**src/rtl/axi_rom_rd_slave_pkg.sv**
```systemverilog
`default_nettype none
// ============================================================================
// Module      : axi_rom_rd_slave_pkg
// Description : Shared AXI burst/response encodings and read-slave FSM states.
// Revision    : 1.0 - initial release
// ============================================================================
package axi_rom_rd_slave_pkg;

  typedef enum logic [1:0] {
    BURST_FIXED = 2'd0,
    BURST_INCR  = 2'd1,
    BURST_WRAP  = 2'd2
  } axi_burst_e;

  typedef enum logic [1:0] {
    RESP_OKAY   = 2'd0,
    RESP_EXOKAY = 2'd1,
    RESP_SLVERR = 2'd2,
    RESP_DECERR = 2'd3
  } axi_resp_e;

  typedef enum logic [1:0] {
    ST_IDLE  = 2'd0,
    ST_BURST = 2'd1,
    ST_DRAIN = 2'd2
  } rd_slv_state_e;

  localparam int unsigned c_fifo_depth = 3;

  function automatic logic wrap_len_ok(input logic [7:0] len);
    return (len == 8'd1) || (len == 8'd3) || (len == 8'd7) || (len == 8'd15);
  endfunction

  // Pointer wraps at the FIFO depth, which is not a power of two.
  function automatic logic [1:0] fifo_ptr_inc(input logic [1:0] ptr);
    return (ptr == 2'(c_fifo_depth - 1)) ? 2'd0 : ptr + 2'd1;
  endfunction

endpackage
`default_nettype wire

```
**src/rtl/axi_rom_rd_slave_if.sv**
```systemverilog
`default_nettype none
// ============================================================================
// Module      : axi_rom_rd_slave_if
// Description : AXI4 read-address and read-data channel bundle.
// Revision    : 1.0 - initial release
// ============================================================================
interface axi_rom_rd_slave_if #(
  parameter int AXI_ADDR_WIDTH = 32,
  parameter int AXI_DATA_WIDTH = 64,
  parameter int AXI_ID_WIDTH   = 4
);
  logic [AXI_ID_WIDTH-1:0]   ar_id;
  logic [AXI_ADDR_WIDTH-1:0] ar_addr;
  logic [7:0]                ar_len;
  logic [2:0]                ar_size;
  logic [1:0]                ar_burst;
  logic                      ar_valid;
  logic                      ar_ready;
  logic [AXI_ID_WIDTH-1:0]   r_id;
  logic [AXI_DATA_WIDTH-1:0] r_data;
  logic [1:0]                r_resp;
  logic                      r_last;
  logic                      r_valid;
  logic                      r_ready;

  modport master (
    output ar_id, ar_addr, ar_len, ar_size, ar_burst, ar_valid, r_ready,
    input  ar_ready, r_id, r_data, r_resp, r_last, r_valid
  );

  modport slave (
    input  ar_id, ar_addr, ar_len, ar_size, ar_burst, ar_valid, r_ready,
    output ar_ready, r_id, r_data, r_resp, r_last, r_valid
  );
endinterface
`default_nettype wire

```
**src/rtl/axi_rom_rd_slave_burst_addr_gen.sv**
```systemverilog
`default_nettype none
// ============================================================================
// Module      : axi_burst_addr_gen
// Description : Beat counter plus FIXED/INCR/WRAP word-index generation.
// Revision    : 1.0 - initial release
// ============================================================================
module axi_burst_addr_gen
  import axi_rom_rd_slave_pkg::*;
#(
  parameter int MW = 12
) (
  input  logic          clk_i,
  input  logic          rst_i,
  input  logic          load_i,
  input  logic          advance_i,
  input  logic [MW-1:0] start_word_i,
  input  logic [7:0]    len_i,
  input  axi_burst_e    burst_i,
  output logic [MW-1:0] word_o,
  output logic          last_o
);
  logic [7:0]    beat_q;
  logic [MW-1:0] w_offset;
  logic [MW-1:0] w_wrap_mask;

  always_ff @(posedge clk_i) begin
    if (rst_i || load_i) begin
      beat_q <= '0;
    end else if (advance_i) begin
      beat_q <= beat_q + 8'd1;
    end
  end

  // WRAP lengths are 2^n-1, so len itself is the mask of the incrementing bits.
  always_comb begin
    w_offset    = MW'(beat_q);
    w_wrap_mask = MW'(len_i);
    word_o      = start_word_i + w_offset;
    unique case (burst_i)
      BURST_FIXED: word_o = start_word_i;
      BURST_WRAP:  word_o = (start_word_i & ~w_wrap_mask) |
                            ((start_word_i + w_offset) & w_wrap_mask);
      default:     word_o = start_word_i + w_offset;
    endcase
  end

  assign last_o = (beat_q == len_i);

endmodule
`default_nettype wire

```
**src/rtl/axi_rom_rd_slave.sv**
```systemverilog
`default_nettype none
// ============================================================================
// Module      : axi_rom_rd_slave
// Description : AXI4 read-only responder over a 1-cycle-latency memory with a
//               3-entry R FIFO. Define AXI_RD_SLV_WRAP_EN to decode WRAP bursts.
// Revision    : 1.0 - initial release
// ============================================================================
module axi_rom_rd_slave
  import axi_rom_rd_slave_pkg::*;
#(
  parameter int AXI_ADDR_WIDTH  = 32,
  parameter int AXI_DATA_WIDTH  = 64,
  parameter int AXI_ID_WIDTH    = 4,
  parameter int MEM_DEPTH_WORDS = 4096,
  parameter logic [AXI_ADDR_WIDTH-1:0] BASE_ADDR = '0,
  localparam int MW = $clog2(MEM_DEPTH_WORDS)
) (
  input  logic                      clk_i,
  input  logic                      rst_i,
  axi_rom_rd_slave_if.slave         s_axi,
  output logic                      mem_req_o,
  output logic [MW-1:0]             mem_addr_o,
  input  logic [AXI_DATA_WIDTH-1:0] mem_rdata_i
);
  localparam int          c_data_bytes = AXI_DATA_WIDTH / 8;
  localparam int          c_size_log2  = $clog2(c_data_bytes);
  localparam logic [63:0] c_window     = 64'(MEM_DEPTH_WORDS) * 64'(c_data_bytes);

  typedef struct packed {
    logic [AXI_DATA_WIDTH-1:0] data;
    axi_resp_e                 resp;
    logic                      last;
    logic [AXI_ID_WIDTH-1:0]   id;
  } fifo_entry_t;

  rd_slv_state_e           state_q, state_d;
  logic [AXI_ID_WIDTH-1:0] id_q;
  logic [7:0]              len_q;
  axi_burst_e              burst_q;
  axi_resp_e               resp_q;
  logic [MW-1:0]           start_q;
  logic                    inflight_q, pend_last_q;
  fifo_entry_t             fifo_q [c_fifo_depth];
  logic [1:0]              wr_ptr_q, rd_ptr_q, count_q;

  logic                    w_ar_hs, w_issue, w_beat_last, w_push, w_pop;
  logic [AXI_ADDR_WIDTH:0] w_ar_off;
  logic [MW-1:0]           w_ar_word, w_beat_word;
  axi_resp_e               w_ar_resp;
  fifo_entry_t             w_push_entry, w_head;

  always_comb begin
    w_ar_off  = {1'b0, s_axi.ar_addr} - {1'b0, BASE_ADDR};
    w_ar_word = MW'(w_ar_off[AXI_ADDR_WIDTH-1:0] >> c_size_log2);
    w_ar_resp = RESP_OKAY;
    if (w_ar_off[AXI_ADDR_WIDTH] || (64'(w_ar_off[AXI_ADDR_WIDTH-1:0]) >= c_window)) begin
      w_ar_resp = RESP_DECERR;
    end else if (s_axi.ar_size != 3'(c_size_log2)) begin
      w_ar_resp = RESP_SLVERR;
    end else if (s_axi.ar_burst == BURST_WRAP) begin
`ifdef AXI_RD_SLV_WRAP_EN
      if (!wrap_len_ok(s_axi.ar_len)) w_ar_resp = RESP_SLVERR;
`else
      w_ar_resp = RESP_SLVERR;
`endif
    end
  end

  // Throttle counts in-flight reads so a push can never find the FIFO full.
  always_comb begin
    state_d        = state_q;
    s_axi.ar_ready = (state_q == ST_IDLE);
    w_ar_hs        = s_axi.ar_ready && s_axi.ar_valid;
    w_issue        = (state_q == ST_BURST) &&
                     (({1'b0, count_q} + {2'b0, inflight_q}) < 3'(c_fifo_depth));
    unique case (state_q)
      ST_IDLE:  if (w_ar_hs) state_d = ST_BURST;
      ST_BURST: if (w_issue && w_beat_last) state_d = ST_DRAIN;
      ST_DRAIN: if ((count_q == 2'd0) && !inflight_q) state_d = ST_IDLE;
      default:  state_d = ST_IDLE;
    endcase
  end

  always_ff @(posedge clk_i) begin
    if (rst_i) begin
      state_q     <= ST_IDLE;
      id_q        <= '0;
      len_q       <= '0;
      burst_q     <= BURST_FIXED;
      resp_q      <= RESP_OKAY;
      start_q     <= '0;
      inflight_q  <= 1'b0;
      pend_last_q <= 1'b0;
    end else begin
      state_q     <= state_d;
      inflight_q  <= w_issue;
      pend_last_q <= w_issue && w_beat_last;
      if (w_ar_hs) begin
        id_q    <= s_axi.ar_id;
        len_q   <= s_axi.ar_len;
        burst_q <= axi_burst_e'(s_axi.ar_burst);
        resp_q  <= w_ar_resp;
        start_q <= w_ar_word;
      end
    end
  end

  axi_burst_addr_gen #(.MW(MW)) u_addr_gen (
    .clk_i        (clk_i),
    .rst_i        (rst_i),
    .load_i       (w_ar_hs),
    .advance_i    (w_issue),
    .start_word_i (start_q),
    .len_i        (len_q),
    .burst_i      (burst_q),
    .word_o       (w_beat_word),
    .last_o       (w_beat_last)
  );

  // Error bursts walk the same pipeline but never touch the memory.
  assign mem_req_o  = w_issue && (resp_q == RESP_OKAY);
  assign mem_addr_o = mem_req_o ? w_beat_word : '0;

  assign w_push = inflight_q;
  assign w_pop  = (count_q != 2'd0) && s_axi.r_ready;
  assign w_head = fifo_q[rd_ptr_q];

  always_comb begin
    w_push_entry      = '0;
    w_push_entry.data = (resp_q == RESP_OKAY) ? mem_rdata_i : '0;
    w_push_entry.resp = resp_q;
    w_push_entry.last = pend_last_q;
    w_push_entry.id   = id_q;
  end

  always_ff @(posedge clk_i) begin
    if (w_push) fifo_q[wr_ptr_q] <= w_push_entry;
  end

  always_ff @(posedge clk_i) begin
    if (rst_i) begin
      wr_ptr_q <= '0;
      rd_ptr_q <= '0;
      count_q  <= '0;
    end else begin
      if (w_push) wr_ptr_q <= fifo_ptr_inc(wr_ptr_q);
      if (w_pop)  rd_ptr_q <= fifo_ptr_inc(rd_ptr_q);
      if (w_push && !w_pop)      count_q <= count_q + 2'd1;
      else if (!w_push && w_pop) count_q <= count_q - 2'd1;
    end
  end

  assign s_axi.r_valid = (count_q != 2'd0);
  assign s_axi.r_id    = s_axi.r_valid ? w_head.id   : '0;
  assign s_axi.r_data  = s_axi.r_valid ? w_head.data : '0;
  assign s_axi.r_resp  = s_axi.r_valid ? w_head.resp : RESP_OKAY;
  assign s_axi.r_last  = s_axi.r_valid && w_head.last;

endmodule
`default_nettype wire
```
**src/flat_wrapper.sv**
```systemverilog
// flat-port wrapper written by rule: the top's interface ports become plain ports
module axi_rom_rd_slave_flat import axi_rom_rd_slave_pkg::*;
#(
  parameter int AXI_ADDR_WIDTH  = 32,
  parameter int AXI_DATA_WIDTH  = 64,
  parameter int AXI_ID_WIDTH    = 4,
  parameter int MEM_DEPTH_WORDS = 4096,
  parameter logic [AXI_ADDR_WIDTH-1:0] BASE_ADDR = '0,
  localparam int MW = $clog2(MEM_DEPTH_WORDS)
)
  (clk_i, rst_i, mem_req_o, mem_addr_o, mem_rdata_i, s_axi_ar_id, s_axi_ar_addr, s_axi_ar_len, s_axi_ar_size, s_axi_ar_burst, s_axi_ar_valid, s_axi_r_ready, s_axi_ar_ready, s_axi_r_id, s_axi_r_data, s_axi_r_resp, s_axi_r_last, s_axi_r_valid);
  axi_rom_rd_slave_if #(.AXI_ADDR_WIDTH(AXI_ADDR_WIDTH), .AXI_DATA_WIDTH(AXI_DATA_WIDTH), .AXI_ID_WIDTH(AXI_ID_WIDTH)) s_axi_i ();
  input  logic clk_i;
  input  logic rst_i;
  output logic mem_req_o;
  output logic [MW-1:0] mem_addr_o;
  input  logic [AXI_DATA_WIDTH-1:0] mem_rdata_i;
  input wire logic [$bits(s_axi_i.ar_id)-1:0] s_axi_ar_id;
  input wire logic [$bits(s_axi_i.ar_addr)-1:0] s_axi_ar_addr;
  input wire logic [$bits(s_axi_i.ar_len)-1:0] s_axi_ar_len;
  input wire logic [$bits(s_axi_i.ar_size)-1:0] s_axi_ar_size;
  input wire logic [$bits(s_axi_i.ar_burst)-1:0] s_axi_ar_burst;
  input wire logic [$bits(s_axi_i.ar_valid)-1:0] s_axi_ar_valid;
  input wire logic [$bits(s_axi_i.r_ready)-1:0] s_axi_r_ready;
  output wire logic [$bits(s_axi_i.ar_ready)-1:0] s_axi_ar_ready;
  output wire logic [$bits(s_axi_i.r_id)-1:0] s_axi_r_id;
  output wire logic [$bits(s_axi_i.r_data)-1:0] s_axi_r_data;
  output wire logic [$bits(s_axi_i.r_resp)-1:0] s_axi_r_resp;
  output wire logic [$bits(s_axi_i.r_last)-1:0] s_axi_r_last;
  output wire logic [$bits(s_axi_i.r_valid)-1:0] s_axi_r_valid;
  assign s_axi_i.ar_id = s_axi_ar_id;
  assign s_axi_i.ar_addr = s_axi_ar_addr;
  assign s_axi_i.ar_len = s_axi_ar_len;
  assign s_axi_i.ar_size = s_axi_ar_size;
  assign s_axi_i.ar_burst = s_axi_ar_burst;
  assign s_axi_i.ar_valid = s_axi_ar_valid;
  assign s_axi_i.r_ready = s_axi_r_ready;
  assign s_axi_ar_ready = s_axi_i.ar_ready;
  assign s_axi_r_id = s_axi_i.r_id;
  assign s_axi_r_data = s_axi_i.r_data;
  assign s_axi_r_resp = s_axi_i.r_resp;
  assign s_axi_r_last = s_axi_i.r_last;
  assign s_axi_r_valid = s_axi_i.r_valid;
  axi_rom_rd_slave #(.AXI_ADDR_WIDTH(AXI_ADDR_WIDTH), .AXI_DATA_WIDTH(AXI_DATA_WIDTH), .AXI_ID_WIDTH(AXI_ID_WIDTH), .MEM_DEPTH_WORDS(MEM_DEPTH_WORDS), .BASE_ADDR(BASE_ADDR)) u_core (.clk_i(clk_i), .rst_i(rst_i), .s_axi(s_axi_i), .mem_req_o(mem_req_o), .mem_addr_o(mem_addr_o), .mem_rdata_i(mem_rdata_i));
endmodule
```
**config.mk**
```make
export PLATFORM = sky130hd
export DESIGN_NAME = axi_rom_rd_slave_flat
export DESIGN_NICKNAME = d
export VERILOG_FILES = /design/src/rtl/axi_rom_rd_slave_pkg.sv /design/src/rtl/axi_rom_rd_slave_if.sv /design/src/rtl/axi_rom_rd_slave_burst_addr_gen.sv /design/src/rtl/axi_rom_rd_slave.sv /design/src/flat_wrapper.sv
export SDC_FILE = /design/constraint.sdc
export NUM_CORES = 1
export LEC_CHECK = 0
export BUFFER_PORTS_ARGS = -buffer_cell sky130_fd_sc_hd__buf_2
export CELL_PAD_IN_SITES_DETAIL_PLACEMENT = 0
export CELL_PAD_IN_SITES_GLOBAL_PLACEMENT = 1
export CORE_MARGIN = 2
export CORE_UTILIZATION = 30
export CTS_CLUSTER_DIAMETER = 120
export DETAILED_ROUTE_END_ITERATION = 8
export PLACE_DENSITY_LB_ADDON = 0.3
export SLEW_MARGIN = 20
export SYNTH_ARGS = -nofsm -noshare
export SYNTH_HDL_FRONTEND = slang
export SYNTH_HIERARCHICAL = 1
export SYNTH_SLANG_ARGS = --single-unit
```
**constraint.sdc**
```tcl
create_clock -name clk_i -period 7 [get_ports clk_i]
set_input_delay 0.35 -clock clk_i [delete_from_list [all_inputs] [get_ports clk_i]]
set_output_delay 0.35 -clock clk_i [all_outputs]
set_load 0.05 [all_outputs]
```
After elaboration in Yosys (flattened, before gate mapping)
Memories as Yosys holds them, arrays and structs flattened. A register that Yosys moved wholly into a read port is not among the register bits.
Cells that the tools add are included.
{ "totals": {"latchBits": 0, "output_inout_bits": 86, "mem_bits_rw": 213, "elab_cells": 77, "inputBits": 117, "romBits": 0, "mem_count": 1, "register_bits": 46} }
{ "op_classes": {"n_lt_le_gt_ge": 2, "n_reduce_logical": 19, "mux": 21, "n_mul": 0, "n_addsub": 7, "n_div": 0, "shift": 0, "bitwise_logic": 4, "n_eq_ne": 11} }
{ "memory_table": {"columns": ["memory", "depth", "word_bits", "read_ports", "rd_clocked_by_memory_dff", "wr", "line", "rtl"], "rows": [
  ["u_core.fifo_q", 3, 71, 1, 1, 1, "axi_rom_rd_slave.sv:43", "fifo_entry_t fifo_q [c_fifo_depth];"]
]} }
{ "ops": {"columns": ["operator", "n"], "rows": [
  ["2-to-1 mux 64 bit", 2],
  [">= comparator 32 x 16 -> 1 bit, second input constant", 1],
  ["2-to-1 mux 2 bit", 13],
  ["one-hot mux 12 bit (2 select lines)", 1],
  ["adder 12 x 8 -> 12 bit", 1],
  ["bitwise AND 12 bit", 1],
  ["bitwise AND 12 x 8 -> 12 bit", 1],
  ["2-to-1 mux 12 bit", 1],
  ["NOT 8 -> 12 bit", 1],
  ["bitwise OR 12 bit", 1],
  ["== test 2 bit, second input constant", 5],
  ["logical AND 1 bit", 9],
  ["adder 8 x 1 -> 8 bit, second input constant", 1],
  ["== test 8 bit", 1],
  ["logical NOT 2 bit", 4],
  ["adder 2 x 1 -> 2 bit, second input constant", 3],
  ["one-hot mux 2 bit (3 select lines)", 1],
  ["2-to-1 mux 4 bit", 1],
  ["inequality test 2 x 1 -> 1 bit, second input constant", 2],
  ["nonzero test 2 bit", 2],
  ["adder 2 x 1 -> 3 bit", 1],
  ["< comparator 3 x 2 -> 1 bit, second input constant", 1],
  ["inequality test 3 x 2 -> 1 bit, second input constant", 1],
  ["AND reduction 3 bit", 1],
  ["other kinds (6)", 8]
]} }

Logic depth before layout (Yosys ltp)
{ "depth": {"ltp_word": 6, "ltp_mapped": 9, "ltp_nobuf": 9} }

Cells and area by module
Netlist, hierarchy kept.
{ "by_module_without_submodules": {"columns": ["module", "area_each_um2", "cells_per_inst", "n_inst"], "rows": [
  ["axi_rom_rd_slave", 10385.0, 719, 1],
  ["axi_burst_addr_gen", 1113.6, 152, 1]
]} }

Worst setup path before layout
OpenSTA, ideal clock, no wires.
{ "synth_path": {"path_type": "register -> register", "from": "reg u_core.inflight_q", "to": "mem u_core/fifo_q[0][0] in the netlist's numbering (enable)", "t_required_ns": 6.395, "path_stages_with_launch": 2, "slack_ns": 0.724, "setup_time_ns": 0.605, "arrival_time_ns": 5.671, "n_path_buf": 0, "cell_sequence": "dfxtp_1 nor3b_1"} }
{ "synth_via": {"elab_chain_cells": 2} }
{ "synth_lines": {"columns": ["element", "line", "rtl"], "rows": [
  ["from (decl)", "axi_rom_rd_slave.sv:42", "logic inflight_q, pend_last_q;"],
  ["from (signal assigned)", "axi_rom_rd_slave.sv:96", "inflight_q <= w_issue;"],
  ["2-to-1 mux 1 bit", "axi_rom_rd_slave.sv:137", "if (w_push) fifo_q[wr_ptr_q] <= w_push_entry;"],
  ["2-to-1 mux 1 bit (implied by the code)", "axi_rom_rd_slave.sv:137", null],
  ["to (decl)", "axi_rom_rd_slave.sv:43", null]
]} }
No other way between the ends.

Worst setup path in the final report
{ "layout_path": {"from": "reg u_core.u_addr_gen.beat_q[0]", "to": "out mem_addr_o[8]"} }
{ "layout_via": {"elab_chain_cells": 5} }
{ "layout_lines": {"columns": ["element", "line", "rtl"], "rows": [
  ["from (decl)", "axi_rom_rd_slave_burst_addr_gen.sv:22", "logic [7:0] beat_q;"],
  ["from (signal assigned)", "axi_rom_rd_slave_burst_addr_gen.sv:30", "beat_q <= beat_q + 8'd1;"],
  ["adder 12 x 8 -> 12 bit *", "axi_rom_rd_slave_burst_addr_gen.sv:42, axi_rom_rd_slave_burst_addr_gen.sv:43", null],
  ["bitwise AND 12 x 8 -> 12 bit", "axi_rom_rd_slave_burst_addr_gen.sv:42", "((start_word_i + w_offset) & w_wrap_mask);"],
  ["bitwise OR 12 bit", "axi_rom_rd_slave_burst_addr_gen.sv:41", "BURST_WRAP: word_o = (start_word_i & ~w_wrap_mask) |"],
  ["one-hot mux 12 bit (2 select lines) *", "axi_rom_rd_slave_burst_addr_gen.sv:39", "unique case (burst_i)"],
  ["via u_core.w_beat_word[8]", "axi_rom_rd_slave.sv:48", "logic [MW-1:0] w_ar_word, w_beat_word;"],
  ["2-to-1 mux 12 bit *", "axi_rom_rd_slave.sv:122", "assign mem_addr_o = mem_req_o ? w_beat_word : '0;"],
  ["to (decl)", "flat_wrapper.sv:16", "output logic [MW-1:0] mem_addr_o;"]
]} }
The timed path passes the listed nets; every way through them passes the cells marked *.

==> metrics.txt <==
Fillers=3800; Mapped Cells=871; Synth Register Bits=261; Layout area overhead=20.5%; wire per inst=16.7 um; post-route ant nets=0; pwr dens=346 mW/mm2; Die Height=200 um; EDFF count, synth=213; clock buffer depth=3; maxcap violations=0; CTS tree=built; Worst VDD drop=216 uV; Vias/cell=4.52; hold bufs inserted after CTS=0; sequential area share after synthesis=0.640; total power=0.00479 W; setup_tns=0 ns; commonest non-fill, non-tap cell in the layout=edfxtp_1; Synth Cell Area=0.0115 mm2; Avg Cell Area, Syn=13.2 um2; CP Capture Type=output pin; DRT Pass-1 Iters=4; Pleak=4.98 nW; fin cells=1595; Final min period=3.55 ns; worst-path fanout max=5; ys flop type=edfxtp_1; startpoint types=flip-flop; placed cells=1543; # setup viols final=0; RSZ-0062 raised after global routing=no; reg2reg setup slack=4.58 ns; clock slew at the register clock pins of the worst setup and hold paths=0.06 ns; Rows=71; largest cells by area after synthesis=edfxtp_1, dfxtp_1, mux2_2; most frequent cells in the layout=edfxtp_1, buf_2, nor2_1; post-route cell area=0.0139 mm2; clk root buf=clkbuf_16; GRT Total Usage=0.132; async set-or-reset flop fraction in the synthesized netlist=0; critical-path cell list=ha_1 -> inv_1 -> fa_1 -> nor2b_4 -> o31ai_2 -> a21oi_2 -> nor2_1 -> or4_4 -> and2_1 -> buf_2; drt drc=0; placed cell areas=0.0130 mm2; worst-margin pin slew=0.975 ns; TritonCTS Sinks=261; Routed WL=26700 um; drt initial violations=215; YS warnings=6; global-route wire length before repair=40500 um; largest net degree at the start of global routing=72; post-synth top area share=0.556; Top Ports=203; Placer Congestion=0.751; core region area=0.0377 mm2; initial core utilization=0.305; crit path buf inv count=2; Hold Fails Final Rpt=0; status=completed; Post-CTS Setup Bufs=0; Die Wd=200 um; CTS Buf Count=29; number of cells on the critical path=10; max_slew headroom=0.350; via total after detailed routing=7210; number of global-route vias before repair=7268; net count after synthesis=1001; grt total ovfl=0; hold path cells=3; final-report max-slew violation count=0; Critical-path top delay cell=or4_4; Crit Path Class=flip-flop to output pin; area occupied by multi-input gates=0.00389 mm2; ANT cells=0; Die Footprint=0.0399 mm2; CTS resizes=0; port bufs=199; Util after Layout=0.368; Top Family by Delay on Critical Path=simple AND/OR/NAND/NOR gates; Hold Path Class=input port to flip-flop; slowest stage delay, CP=0.54 ns; CP required=6.65 ns; share of cells above drive strength 1=0.320; area leader, netlist=edfxtp_1; Netlist cell types=57; H-tree lvl count=1; Worst Path Arrival=3.20 ns; Setup Skew=0.0205 ns; Nets=1193; Clock Latency Late Sink=0.55 ns; initial antenna violation count=2; reg2reg path depth=8; period utilization=0.507; FMAX=282 MHz; Post-DP HPWL=16100 um; FF+latch area=0.00736 mm2
logic make-up after synthesis:
group | share of synthesized area
and+or+nand+nor | 0.124
DFF | 0.640
muxes | 0.135
AOI/OAI and AO/OA | 0.0478
buffers and inverters | 0.0250
xor gates and xnor gates | 0.0137
adders and majority gates | 0.0148
worst reg2reg max path: cells and delay by family, from the launching register on:
kind | cells | cell delay [ns]
and+or+nand+nor | 3 | 0.82
DFF | 1 | 0.47
AOI/OAI and AO/OA | 2 | 0.44
adders and majority gates | 2 | 0.43
buffers and inverters | 1 | 0.20
path summary, 6_finish.rpt:
path	from	endpoint
max	u_core/u_addr_gen/beat_q[0]	mem_addr_o[8]
min	s_axi_ar_addr[12]	u_core/start_q[9]
max reg2reg	u_core/count_q[0]	u_core/u_addr_gen/beat_q[7]
min reg2reg	u_core/pend_last_q	u_core/fifo_q[2][4]
state kept, by name (all words and copies together) (netlist names), named ones only:
| name | cells |
|---|---|
| u_core/burst_q | 2 |
| u_core/count_q | 2 |
| u_core/fifo_q | 213 |
| u_core/id_q | 4 |
| u_core/inflight_q | 1 |
| u_core/len_q | 8 |
| u_core/pend_last_q | 1 |
| u_core/rd_ptr_q | 2 |
| u_core/resp_q | 2 |
| u_core/start_q | 12 |
| u_core/state_q | 2 |
| u_core/u_addr_gen/beat_q | 8 |
| u_core/wr_ptr_q | 2 |
area by class of cell:
cell class | instances | share of cell area
tap | 511 | 0.0462
sequential | 261 | 0.532
clock inverter | 15 | 0.00696
clock buffer | 37 | 0.0546
inverter | 10 | 0.00271
multi-input combinational | 552 | 0.281
timing repair buffer | 209 | 0.0773
where the power goes:
group / leakage [nW] / switching, W / internal (W) / total, W
Combinational: 2.21 / 0.00112 / 0.000421 / 0.00154
Sequential: 2.35 / 0.0000759 / 0.00180 / 0.00187
Clock: 0.412 / 0.000586 / 0.000792 / 0.00138
Total: 4.98 / 0.00178 / 0.00301 / 0.00479
through the flow:
stage | worst slack [ns] | hold WS [ns]
floorplan | 0.724 | 0.421
global placement | 3.99 | 0.438
detailed placement | 4.00 | 0.450
CTS | 3.39 | 0.00373
global route | 3.29 | 0.0215
finish | 3.45 | 0.0406
Yosys cell counts, types with 5 or more instances:
master    count
buf_2        17
mux2_2       73
nor3_1        6
mux2i_1      73
clkbuf_1     22
dfxtp_1      48
ha_1         12
nand2_1      76
nor2_1       96
xnor2_1       9
nand4_1       6
inv_1         9
edfxtp_1    213
a21oi_1      37
buf_6         5
and2_1       76
o21ai_0      12
xor2_1        9
a21oi_2      11
layer usage:
layer / GRT usage / vias up / share of wire
met3: 0.0276 / 35 / 0.056
met5: 0 / - / 0.0012
li1: - / 3523 / -
met2: 0.227 / 172 / 0.48
met4: 0.0332 / 4 / 0.017
met1: 0.169 / 3476 / 0.45
(Power assumes the default switching activity.)
